==> config.mk <==
export PLATFORM = sky130hd
export DESIGN_NAME = jstk_move_sequencer
export DESIGN_NICKNAME = d
export VERILOG_FILES = /design/src/rtl/jstk_pkg.sv /design/src/rtl/jstk_dir_classify.sv /design/src/rtl/jstk_move_sequencer.sv
export SDC_FILE = /design/constraint.sdc
export NUM_CORES = 1
export LEC_CHECK = 0
export ABC_CLOCK_PERIOD_IN_PS = 2550
export BUFFER_PORTS_ARGS = -buffer_cell sky130_fd_sc_hd__buf_2
export CORE_MARGIN = 3
export CORE_UTILIZATION = 58
export CTS_CLUSTER_DIAMETER = 200
export DETAILED_ROUTE_END_ITERATION = 16
export GPL_TIMING_DRIVEN = 1
export PLACE_DENSITY = 0.78
export SLEW_MARGIN = 0
export SYNTH_ARGS = -nofsm -noshare
export SYNTH_HDL_FRONTEND = slang
export SYNTH_SLANG_ARGS = --single-unit
==> constraint.sdc <==
create_clock -name clk -period 2.55 [get_ports clk]
set_input_delay 0.765 -clock clk [delete_from_list [all_inputs] [get_ports clk]]
set_output_delay 0.765 -clock clk [all_outputs]
set_load 0.05 [all_outputs]
==> src/rtl/jstk_pkg.sv <==
// Shared joystick definitions: direction codes, sample classes, thresholds
// and the move sequencer state encoding.
package jstk_pkg;

    localparam logic [1:0] DIR_UP    = 2'd0;
    localparam logic [1:0] DIR_DOWN  = 2'd1;
    localparam logic [1:0] DIR_RIGHT = 2'd2;
    localparam logic [1:0] DIR_LEFT  = 2'd3;

    // Class codes 0..3 are the directions themselves.
    localparam logic [2:0] CLS_NEUTRAL = 3'd4;
    localparam logic [2:0] CLS_DIAG    = 3'd5;
    localparam logic [2:0] LAST_NONE   = 3'd7;

    localparam int DEF_LO_TH = 384;
    localparam int DEF_HI_TH = 640;

    typedef enum logic [2:0] {
        S_IDLE,
        S_REQ,
        S_WAIT,
        S_EVAL,
        S_ISSUE
    } state_t;

endpackage

==> src/rtl/jstk_dir_classify.sv <==
// Combinational X/Y sample classifier: direction code, NEUTRAL or DIAG.
module jstk_dir_classify
    import jstk_pkg::*;
(
    input  logic [9:0] xPos,
    input  logic [9:0] yPos,
    input  logic [9:0] loTh,
    input  logic [9:0] hiTh,
    output logic [2:0] cls
);

    logic xMid, xHigh, xLow, yMid, yHigh, yLow;

    assign xMid  = (xPos >= loTh) && (xPos <= hiTh);
    assign xHigh = xPos > hiTh;
    assign xLow  = xPos < loTh;
    assign yMid  = (yPos >= loTh) && (yPos <= hiTh);
    assign yHigh = yPos > hiTh;
    assign yLow  = yPos < loTh;

    always_comb begin
        cls = CLS_DIAG;
        if (xMid && yMid)       cls = CLS_NEUTRAL;
        else if (xMid && yHigh) cls = {1'b0, DIR_UP};
        else if (xMid && yLow)  cls = {1'b0, DIR_DOWN};
        else if (xHigh && yMid) cls = {1'b0, DIR_RIGHT};
        else if (xLow && yMid)  cls = {1'b0, DIR_LEFT};
    end

endmodule

==> src/rtl/jstk_move_sequencer.sv <==
// Polls the PmodJSTK periodically and turns confirmed, re-armed stick
// deflections into one-shot move commands with a valid/ready handshake.
module jstk_move_sequencer
    import jstk_pkg::*;
#(
    parameter int POLL_DIV = 20000000,
    parameter int TIMEOUT  = 65535,
    parameter int LO_TH    = DEF_LO_TH,
    parameter int HI_TH    = DEF_HI_TH,
    parameter int CONFIRM  = 2
) (
    input  logic       clk,
    input  logic       rst,
    output logic       xfer_start,
    input  logic       xfer_done,
    input  logic [9:0] x_pos,
    input  logic [9:0] y_pos,
    output logic       move_valid,
    output logic [1:0] move_dir,
    input  logic       move_ready,
    output logic       armed,
    output logic       timeout_err
);

    localparam int PW = (POLL_DIV > 1) ? $clog2(POLL_DIV) : 1;
    localparam int TW = (TIMEOUT > 0) ? $clog2(TIMEOUT + 1) : 1;
    localparam logic [PW-1:0] POLL_LAST = PW'(POLL_DIV - 1);
    localparam logic [TW-1:0] WAIT_LAST = TW'(TIMEOUT);
    localparam logic [2:0]    CONF_REQ  = 3'(CONFIRM);
    localparam logic [9:0]    LO_V      = 10'(LO_TH);
    localparam logic [9:0]    HI_V      = 10'(HI_TH);

    state_t        state, stateNext;
    logic [PW-1:0] pollCnt;
    logic [TW-1:0] waitCnt;
    logic [9:0]    xLat, yLat;
    logic [2:0]    cls, conf, confNext, confInc, lastDir, lastDirNext;
    logic [1:0]    moveDirNext;
    logic          armedNext, tick;

    assign tick       = (pollCnt == POLL_LAST);
    assign move_valid = (state == S_ISSUE);

    jstk_dir_classify u_classify (
        .xPos (xLat),
        .yPos (yLat),
        .loTh (LO_V),
        .hiTh (HI_V),
        .cls  (cls)
    );

    // Candidate confirm count if the current sample is a directional repeat.
    assign confInc = (cls == lastDir) ? ((conf == 3'd7) ? 3'd7 : conf + 3'd1) : 3'd1;

    always_comb begin
        stateNext   = state;
        confNext    = conf;
        lastDirNext = lastDir;
        armedNext   = armed;
        moveDirNext = move_dir;
        xfer_start  = 1'b0;
        timeout_err = 1'b0;
        case (state)
            S_IDLE: if (tick) stateNext = S_REQ;
            S_REQ: begin
                xfer_start = 1'b1;
                stateNext  = S_WAIT;
            end
            S_WAIT: begin
                if (xfer_done) begin
                    stateNext = S_EVAL;
                end else if (waitCnt == WAIT_LAST) begin
                    timeout_err = 1'b1;
                    confNext    = 3'd0;
                    stateNext   = S_IDLE;
                end
            end
            S_EVAL: begin
                stateNext = S_IDLE;
                if (cls == CLS_NEUTRAL) begin
                    armedNext   = 1'b1;
                    confNext    = 3'd0;
                    lastDirNext = LAST_NONE;
                end else if (cls == CLS_DIAG) begin
                    confNext    = 3'd0;
                    lastDirNext = LAST_NONE;
                end else if (armed) begin
                    lastDirNext = cls;
                    confNext    = confInc;
                    if (confInc >= CONF_REQ) begin
                        moveDirNext = cls[1:0];
                        armedNext   = 1'b0;
                        confNext    = 3'd0;
                        stateNext   = S_ISSUE;
                    end
                end
            end
            S_ISSUE: if (move_ready) stateNext = S_IDLE;
            default: stateNext = S_IDLE;
        endcase
    end

    always_ff @(posedge clk) begin
        if (rst) begin
            state    <= S_IDLE;
            pollCnt  <= '0;
            waitCnt  <= '0;
            xLat     <= '0;
            yLat     <= '0;
            conf     <= 3'd0;
            lastDir  <= LAST_NONE;
            armed    <= 1'b1;
            move_dir <= DIR_UP;
        end else begin
            state    <= stateNext;
            pollCnt  <= tick ? '0 : pollCnt + PW'(1);
            if (state == S_REQ)       waitCnt <= '0;
            else if (state == S_WAIT) waitCnt <= waitCnt + TW'(1);
            if (state == S_WAIT && xfer_done) begin
                xLat <= x_pos;
                yLat <= y_pos;
            end
            conf     <= confNext;
            lastDir  <= lastDirNext;
            armed    <= armedNext;
            move_dir <= moveDirNext;
        end
    end

endmodule

==> summary.md, run 1 <==
The family with the most delay on the worst path was simple AND/OR/NAND/NOR gates. TritonCTS built the clock tree. The run gives 434 as the number of filler instances in the final layout. The setup check on the worst reg-to-reg path leaves a slack of 0.22 ns. After legalization and detailed placement, the total HPWL measured 4189 um. The cell area reported after detailed placement is 3461 um^2. The repair_antennas step left the layout with diodes totalling 0.

Before CTS, the worst setup slack after placement is 0.05257 ns. For this run, design rule violations remaining after detail routing come to 0. The total overflow left after global routing is 0. For the overall via count from detail_route, the log shows 2688. The final non-filler cell area is 3770 um^2. The H-tree generated during clock tree synthesis spans 3 levels. The number of buffer and inverter stages on the critical path was 1; the worst-case reg-to-reg path depth was 7.

Yosys mapped a number of flops with a built-in enable equal to 0. For the starting utilization of the core area, the log shows 61.51%. The logs give 386.4 MHz for the highest clock frequency the design can meet and 1.435 nW for the static leakage. The number of different library cells used by synthesis comes to 53. For this run, the number of Yosys warnings is 0.

After global routing, the most crowded layer is met2. Along the worst path, the maximum fanout reaches 2. The met3 global-route usage is 5.654%. For this block, the initial DRC count from the detailed router was 154. The die height was 80.76 um; the placeable core region was 5270 um^2.

The number of synthesized register bits was 73. For the worst setup slack after layout, the log shows -0.03770 ns. The tree is rooted in a sky130_fd_sc_hd__clkbuf_8.

The first TritonRoute pass finished after 4 iterations. The worst min-delay path category is reg -> reg. The tools report the startpoint of the worst setup timing path as waitCnt[0]. Dividing the detail-routed via count by the number of cells gives 5.452. The worst setup path is captured at a primary output. The top cell types in the final layout, fill and taps aside, are sky130_fd_sc_hd__nand2_1, sky130_fd_sc_hd__dfxtp_1, sky130_fd_sc_hd__nor2_1. The via count of the first global-routing pass is 2545. After clock tree synthesis, the flow added hold-fix buffers numbering 0. The tools report the overall fraction of global-route tracks in use as 21.45%.

In the synthesized netlist the dominant register cell turns out to be sky130_fd_sc_hd__dfxtp_1. The final layout contains routed wiring with a total length of 6326 um. The run gives 472 as the number of placed instances, taps included.

The minimum period implied by the final worst setup slack was 2.588 ns; the final net count was 445. The later pin in the worst-skew pair is clocked with a latency of 0.35 ns. The library cell used most frequently in the layout, excluding fill and tap cells, is sky130_fd_sc_hd__nand2_1. The area used by multi-input combinational logic is 1730 um^2. STA classifies the critical path startpoint as a flop. Max-cap violations in this run came to 0. The run gives 3242 um^2 as the netlist area before placement. The number of nets in the synthesized netlist is 410.

Relative to the synthesized area, the layout overhead comes to 16.29%. Global routing used 36.92% of the available met2 tracks. For the maximum root-to-sink buffer count, the log shows 2. The floorplan step defined a die boundary enclosing 6522 um^2. The period utilization was 101.5%. The number of buffers added on ports came out at 29. Routability-driven placement finished with a final weighted congestion of 0.7850.

The endpoint of the worst hold-timing path is pollCnt[0]. In this run the most critical hold path is launched from pollCnt[0]. For the data arrival time of the critical path, the log shows 1.82 ns. The final reports fail on setup timing. Across the VDD grid, the largest voltage drop is 0.3796 mV.

Row generation in the floorplan step produced 26 rows. The routing usage on met1 is 25.78%, and the overall die width is 80.76 um. After clock tree synthesis, the clock-pin slew on the worst setup and hold paths is 0.08 ns.

In this run the critical register-to-register path is launched from yLat[0]. The power per cell area was 582.3 nW/um^2. The signal on the critical path passes through ha_4 > nand2_2 > or4_4 > nor3b_4 > buf_6. The number of hold violations in the final report is 0. The endpoint identified for the worst register-to-register timing path is move_dir[1].

The cell depth of the worst min-delay path came out at 1. The TritonCTS buffer count was 9; the actual slew at the worst max-slew pin was 0.6407 ns. For the final database, setup skew stands at 0.008980 ns. 30 I/O pins were placed.

The count of endpoints failing setup in the final report is 1, and the count of placed standard cells in the final layout, fillers left out is 493. Cells with a size suffix above 1 make up 20.57% of the layout. The largest net degree at the start of global routing is 38, and the worst slew slack as a fraction of its limit is 57.28%. The tools report the TritonCTS sink count as 73.

Setup repair after global routing could not meet its margin everywhere. Data required time at the worst endpoint: 1.79 ns. The per-cell routed wire length is 12.83 um, and the area taken by flip-flops and latches is 1476 um^2.

The critical path in this run is classified as reg -> out. The slowest stage of the critical path belongs to the cell sky130_fd_sc_hd__or4_4. The max-slew violation count came out at 0. For the sequential area share after synthesis, the log shows 45.08%. The flow ran to the end, but the final reports show violations. The initial antenna violation count was 0. Number of standard cells after synthesis: 383. The count of nets left with antenna violations once routing finished came out at 0.

The first global-routing pass estimated 10970 um of wire. After synthesis, the mean cell area works out to 8.464 um^2. The proportion of synthesized flip-flops having asynchronous set or reset came out at 0%. On the worst path, the slowest cell contributes a delay of 0.56 ns.
-- state kept, by name, indices dropped and copies added, names as in the netlist, 2 cells and up --
register / cells
move_dir: 2
conf: 3
waitCnt: 16
yLat: 10
xLat: 10
state: 3
pollCnt: 25
lastDir: 3
-- per-stage QoR --
step,hold slack (ns),power (mW),util (%),TNS (ns)
2_1_floorplan,0.4175,1.199,-,0
3_3_place_gp,0.4303,1.219,65.67,0
3_5_place_dp,0.4465,1.220,65.67,0
4_1_cts,0.4593,2.218,71.23,-0.05293
5_1_grt,0.4785,2.276,71.53,-0.1170
6_report,0.4506,2.195,71.53,-0.03770
-- worst max-delay path by stage --
stage / to / slack, ns / depth (start not counted)
after floorplan: timeout_err / 0.04 / 4
after global placement: timeout_err / 0.1 / 5
after detailed placement: timeout_err / 0.05 / 5
after CTS: timeout_err / -0.05 / 5
after global routing: timeout_err / -0.12 / 5
final: timeout_err / -0.04 / 5
-- cells by family (layout without fill, tap and decap cells) --
| logic type | after synthesis | in the layout | synth area share, % |
|---|---|---|---|
| compound gates | 44 | 44 | 8.569 |
| xor+xnor | 38 | 38 | 11.08 |
| fa+ha+maj | 3 | 3 | 1.158 |
| buf+inv | 21 | 61 | 2.779 |
| flops | 73 | 73 | 45.08 |
| mux | 3 | 3 | 1.081 |
| simple gates | 201 | 201 | 30.26 |
-- repair_timing --
action | in CTS | in global routing
setup buffers | 5 | 0
resized for setup | 9 | 9
pin swaps | 5 | 2
gates cloned | 0 | 0
endpoints found under the setup margin | 1 | 1
-- cell usage after synthesis (2+ instances only) --
| cell | n | area share [%] |
|---|---|---|
| sky130_fd_sc_hd__and2_1 | 3 | 0.58 |
| sky130_fd_sc_hd__or2_2 | 4 | 0.77 |
| sky130_fd_sc_hd__nor2_1 | 56 | 6.5 |
| sky130_fd_sc_hd__nand4_1 | 8 | 1.5 |
| sky130_fd_sc_hd__o21ai_0 | 4 | 0.62 |
| sky130_fd_sc_hd__or4_4 | 2 | 0.69 |
| sky130_fd_sc_hd__and3_1 | 6 | 1.2 |
| sky130_fd_sc_hd__clkbuf_1 | 13 | 1.5 |
| sky130_fd_sc_hd__nand3_1 | 10 | 1.5 |
| sky130_fd_sc_hd__xnor2_1 | 14 | 3.8 |
| sky130_fd_sc_hd__or3_2 | 2 | 0.46 |
| sky130_fd_sc_hd__nor4b_1 | 2 | 0.54 |
| sky130_fd_sc_hd__mux2i_1 | 2 | 0.62 |
| sky130_fd_sc_hd__ha_1 | 3 | 1.2 |
| sky130_fd_sc_hd__dfxtp_1 | 73 | 45 |
| sky130_fd_sc_hd__nor3_1 | 5 | 0.77 |
| sky130_fd_sc_hd__inv_1 | 6 | 0.69 |
| sky130_fd_sc_hd__nand2b_1 | 4 | 0.77 |
| sky130_fd_sc_hd__nor4_1 | 5 | 0.96 |
| sky130_fd_sc_hd__xor2_1 | 22 | 5.9 |
| sky130_fd_sc_hd__nor3b_1 | 6 | 1.4 |
| sky130_fd_sc_hd__and4_1 | 2 | 0.54 |
| sky130_fd_sc_hd__a21oi_1 | 27 | 4.2 |
| sky130_fd_sc_hd__nand2_1 | 69 | 8.0 |
| sky130_fd_sc_hd__or4_1 | 2 | 0.46 |
| sky130_fd_sc_hd__or3_1 | 6 | 1.2 |
-- power by group --
part	internal, mW	switching, mW
clock network	0.558	0.446
logic	0.0191	0.0275
registers	1.14	0.00287
-- cell type report --
class	instances	share of cell area, %
repair buffers	39	6.007
multi-input cells	289	45.90
inverters	6	0.5974
clock inverters	7	2.722
flip-flops and latches	73	39.16
well taps	70	2.323
clock buffers	9	3.286
-- routing by layer --
layer / part of all wire (%) / vias to the layer above
li1: - / 1367
met1: 44 / 1252
met2: 50 / 60
met3: 5.1 / 9
met4: 1.0 / 0
met5: 0 / -
Note: power is estimated with default switching activity, not from simulation.
==> run 2: changes to the inputs <==
- RECOVER_POWER: not set -> 25
==> summary.md, run 2 (synthesis results as in run 1) <==
The register with the most flip-flops is pollCnt. The tools report the count of routing violations after the opening detailed-route iteration as 166 (+7.8%). The logs give 1 (unchanged) for the count of endpoints failing setup in the final report and 0 (unchanged) for the overall overflow remaining after global route. The period utilization works out to 101.3% (-0.18 points).

The run gives 2 (unchanged) as the maximum root-to-sink buffer count. The data arrival time of the critical path is 1.82 ns (about the same). The run gives 5270 um^2 (unchanged) as the placeable core region. The logs give 9 (unchanged) for the TritonCTS buffer count and 73 (unchanged) for the TritonCTS sink count. The count of hold buffers inserted by post-cts repair was 0 (unchanged); the DRC violation count after routing was 0 (unchanged).

The max-slew violation count is 38 (+38). The actual slew at the worst max-slew pin came out at 1.544 ns (+0.9032 ns). Worst voltage drop across the vdd grid: 0.3795 mV (about the same). Routed signal wires occupy layers up through met4. The depth of the CTS H-tree was 3 (unchanged). The run gives 284 um (-12%) as the met3 wirelength from detailed routing.

The met1 wire length is 2792 um (+0.94%). The largest net degree at the start of global routing came out at 38 (unchanged). The number of hold violations in the final report is 0 (unchanged), and the minimum period implied by the final worst setup slack is 2.583 ns (-0.004671 ns). The synthesis-to-finish area growth is 16.17% (about the same), and the clock-pin slew reported for the worst setup and hold paths after clock tree synthesis is 0.08 ns (about the same). The number of buffers added on ports works out to 29 (unchanged). The worst setup path is captured at a primary output. Leaving out fill and tap cells, the most frequent cell in the layout is sky130_fd_sc_hd__nand2_1.

The data required time at the worst endpoint was 1.79 ns (about the same); the number of flip-flops in the largest register was 25 (unchanged). Worst-path cell with the longest stage delay: sky130_fd_sc_hd__or4_4. For the number of top-level design ports, the log shows 30 (unchanged). The tools report the type of origin of the critical path as a flop. The starting utilization of the core area was 61.51% (unchanged).

The tools report the buffer cell driving the clock tree root as sky130_fd_sc_hd__clkbuf_8. The via count of the first global-routing pass came out at 2545 (unchanged). The per-cell routed wire length was 12.78 um (-0.38%); the worst setup slack after layout was -0.03303 ns (+0.004671 ns). The number of buffer and inverter stages on the critical path was 1 (unchanged). The largest fanout of any net on the critical path is 3 (+1), and the number of nets still failing antenna checks after routing is 0 (unchanged). The signal on the critical path passes through and3_4 > nand3_1 > or4_4 > nor3b_4 > buf_6. The number of filler instances in the final layout is 435 (+0.23%), and the iteration count of the initial detailed-routing pass is 4 (unchanged).

The floorplan row count is 26 (unchanged). The library cells used most frequently in the layout, excluding fill and tap cells, are sky130_fd_sc_hd__nand2_1, sky130_fd_sc_hd__dfxtp_1, sky130_fd_sc_hd__nor2_1. The final-layout worst hold slack was 0.4503 ns (-0.0002360 ns); the highest clock frequency the design can meet was 387.1 MHz (+0.18%).

The static leakage is 1.423 nW (-0.86%), and the overall die width is 80.76 um (unchanged). The worst min-delay path category is reg -> reg. Setup repair after global routing could not meet its margin everywhere. Fraction of layout instances using a drive strength above 1: 19.62% (-0.95 points). The die height is 80.76 um (unchanged). The global-route wire length before repair was 10970 um (unchanged).

The family with the most delay on the worst path is simple AND/OR/NAND/NOR gates. The initial antenna violation count is 0 (unchanged), and the largest stage delay on the critical path is 0.46 ns (-0.10 ns). The tools report the worst slew slack as a fraction of its limit as -2.932% (-60 points).

For the worst setup timing slack at the placement stage, the log shows 0.05257 ns (unchanged). The tools report the overall fraction of global-route tracks in use as 21.45% (unchanged). The post-route clock skew is 0.006537 ns (-0.002444 ns).

The final net count was 445 (unchanged). Via density per instance: 5.416 (-0.67%). The run finished, with violations left.

The antenna cell count is 0 (unchanged). The run gives 6302 um (-0.38%) as the total wirelength of the detailed-routed design. The setup path with the least slack is of type reg -> out. The die area is 6522 um^2 (unchanged). The overall via count from detail_route was 2670 (-0.67%); the power per cell area was 581.4 nW/um^2 (-0.16%).

The run gives 1 (+1) as the number of max-cap violations. In the final layout, the registers with the most flip-flops are pollCnt (25), waitCnt (16). Global placer's final weighted congestion: 0.7850 (unchanged).

The clock latency of the later-clocked register in the worst-skew pair is 0.34 ns (about the same). TritonCTS built the clock tree. Detailed route wirelength on metal2: 3166 um (-0.22%).

The placed wire-length estimate after detailed placement came out at 4189 um (unchanged). The checks that failed: capacitance limit, slew limit, setup timing.
## run 2: worst paths after layout
check	depth (start not counted)	endpoint	start	slack [ns]
worst min register to register	1	pollCnt[0]	pollCnt[0]	0.45
worst max register to register	7	move_dir[1]	yLat[0]	0.22
worst min-delay path	1	pollCnt[0]	pollCnt[0]	0.45
worst max-delay path	5	timeout_err	waitCnt[12]	-0.03
## run 2: per-stage QoR
stage / setup TNS, ns / std cells / area, um^2 / utilization, % / power, mW
detailed placement: 0 / 472 / 3461 / 65.67 / 1.220
CTS: -0.05293 / 493 / 3754 / 71.23 / 2.218
floorplan: 0 / 383 / 3258 / - / 1.199
global route: -0.1170 / 493 / 3766 / 71.46 / 2.276
global placement: 0 / 472 / 3461 / 65.67 / 1.219
finish: -0.03303 / 493 / 3766 / 71.46 / 2.190
## run 2: final cells by class
| type | instances | area [um^2] | share of cell area (%) |
|---|---|---|---|
| well taps | 70 | 87.58 | 2.326 |
| clock inverters | 7 | 102.6 | 2.724 |
| clock buffers | 9 | 123.9 | 3.289 |
| inverters | 6 | 22.52 | 0.5980 |
| repair buffers | 39 | 222.7 | 5.914 |
| flip-flops and latches | 73 | 1476 | 39.20 |
| multi-input cells | 289 | 1730 | 45.95 |
## run 2: layer usage
layer	vias to the layer above	global-route usage, %
li1	1366	-
met1	1250	25.78
met2	49	36.92
met3	5	5.654
met4	0	7.770
met5	-	0
## run 2: timing repair
action | CTS | global route
resized for setup | 9 | 9
setup buffers | 5 | 0
pin swaps | 5 | 2
endpoints found under the setup margin | 1 | 1
## run 2: where the power goes
| part | total (mW) | internal [mW] | switching [mW] |
|---|---|---|---|
| registers | 1.14 | 1.14 | 0.00287 |
| logic | 0.0466 | 0.0188 | 0.0278 |
| clock network | 0.998 | 0.558 | 0.440 |
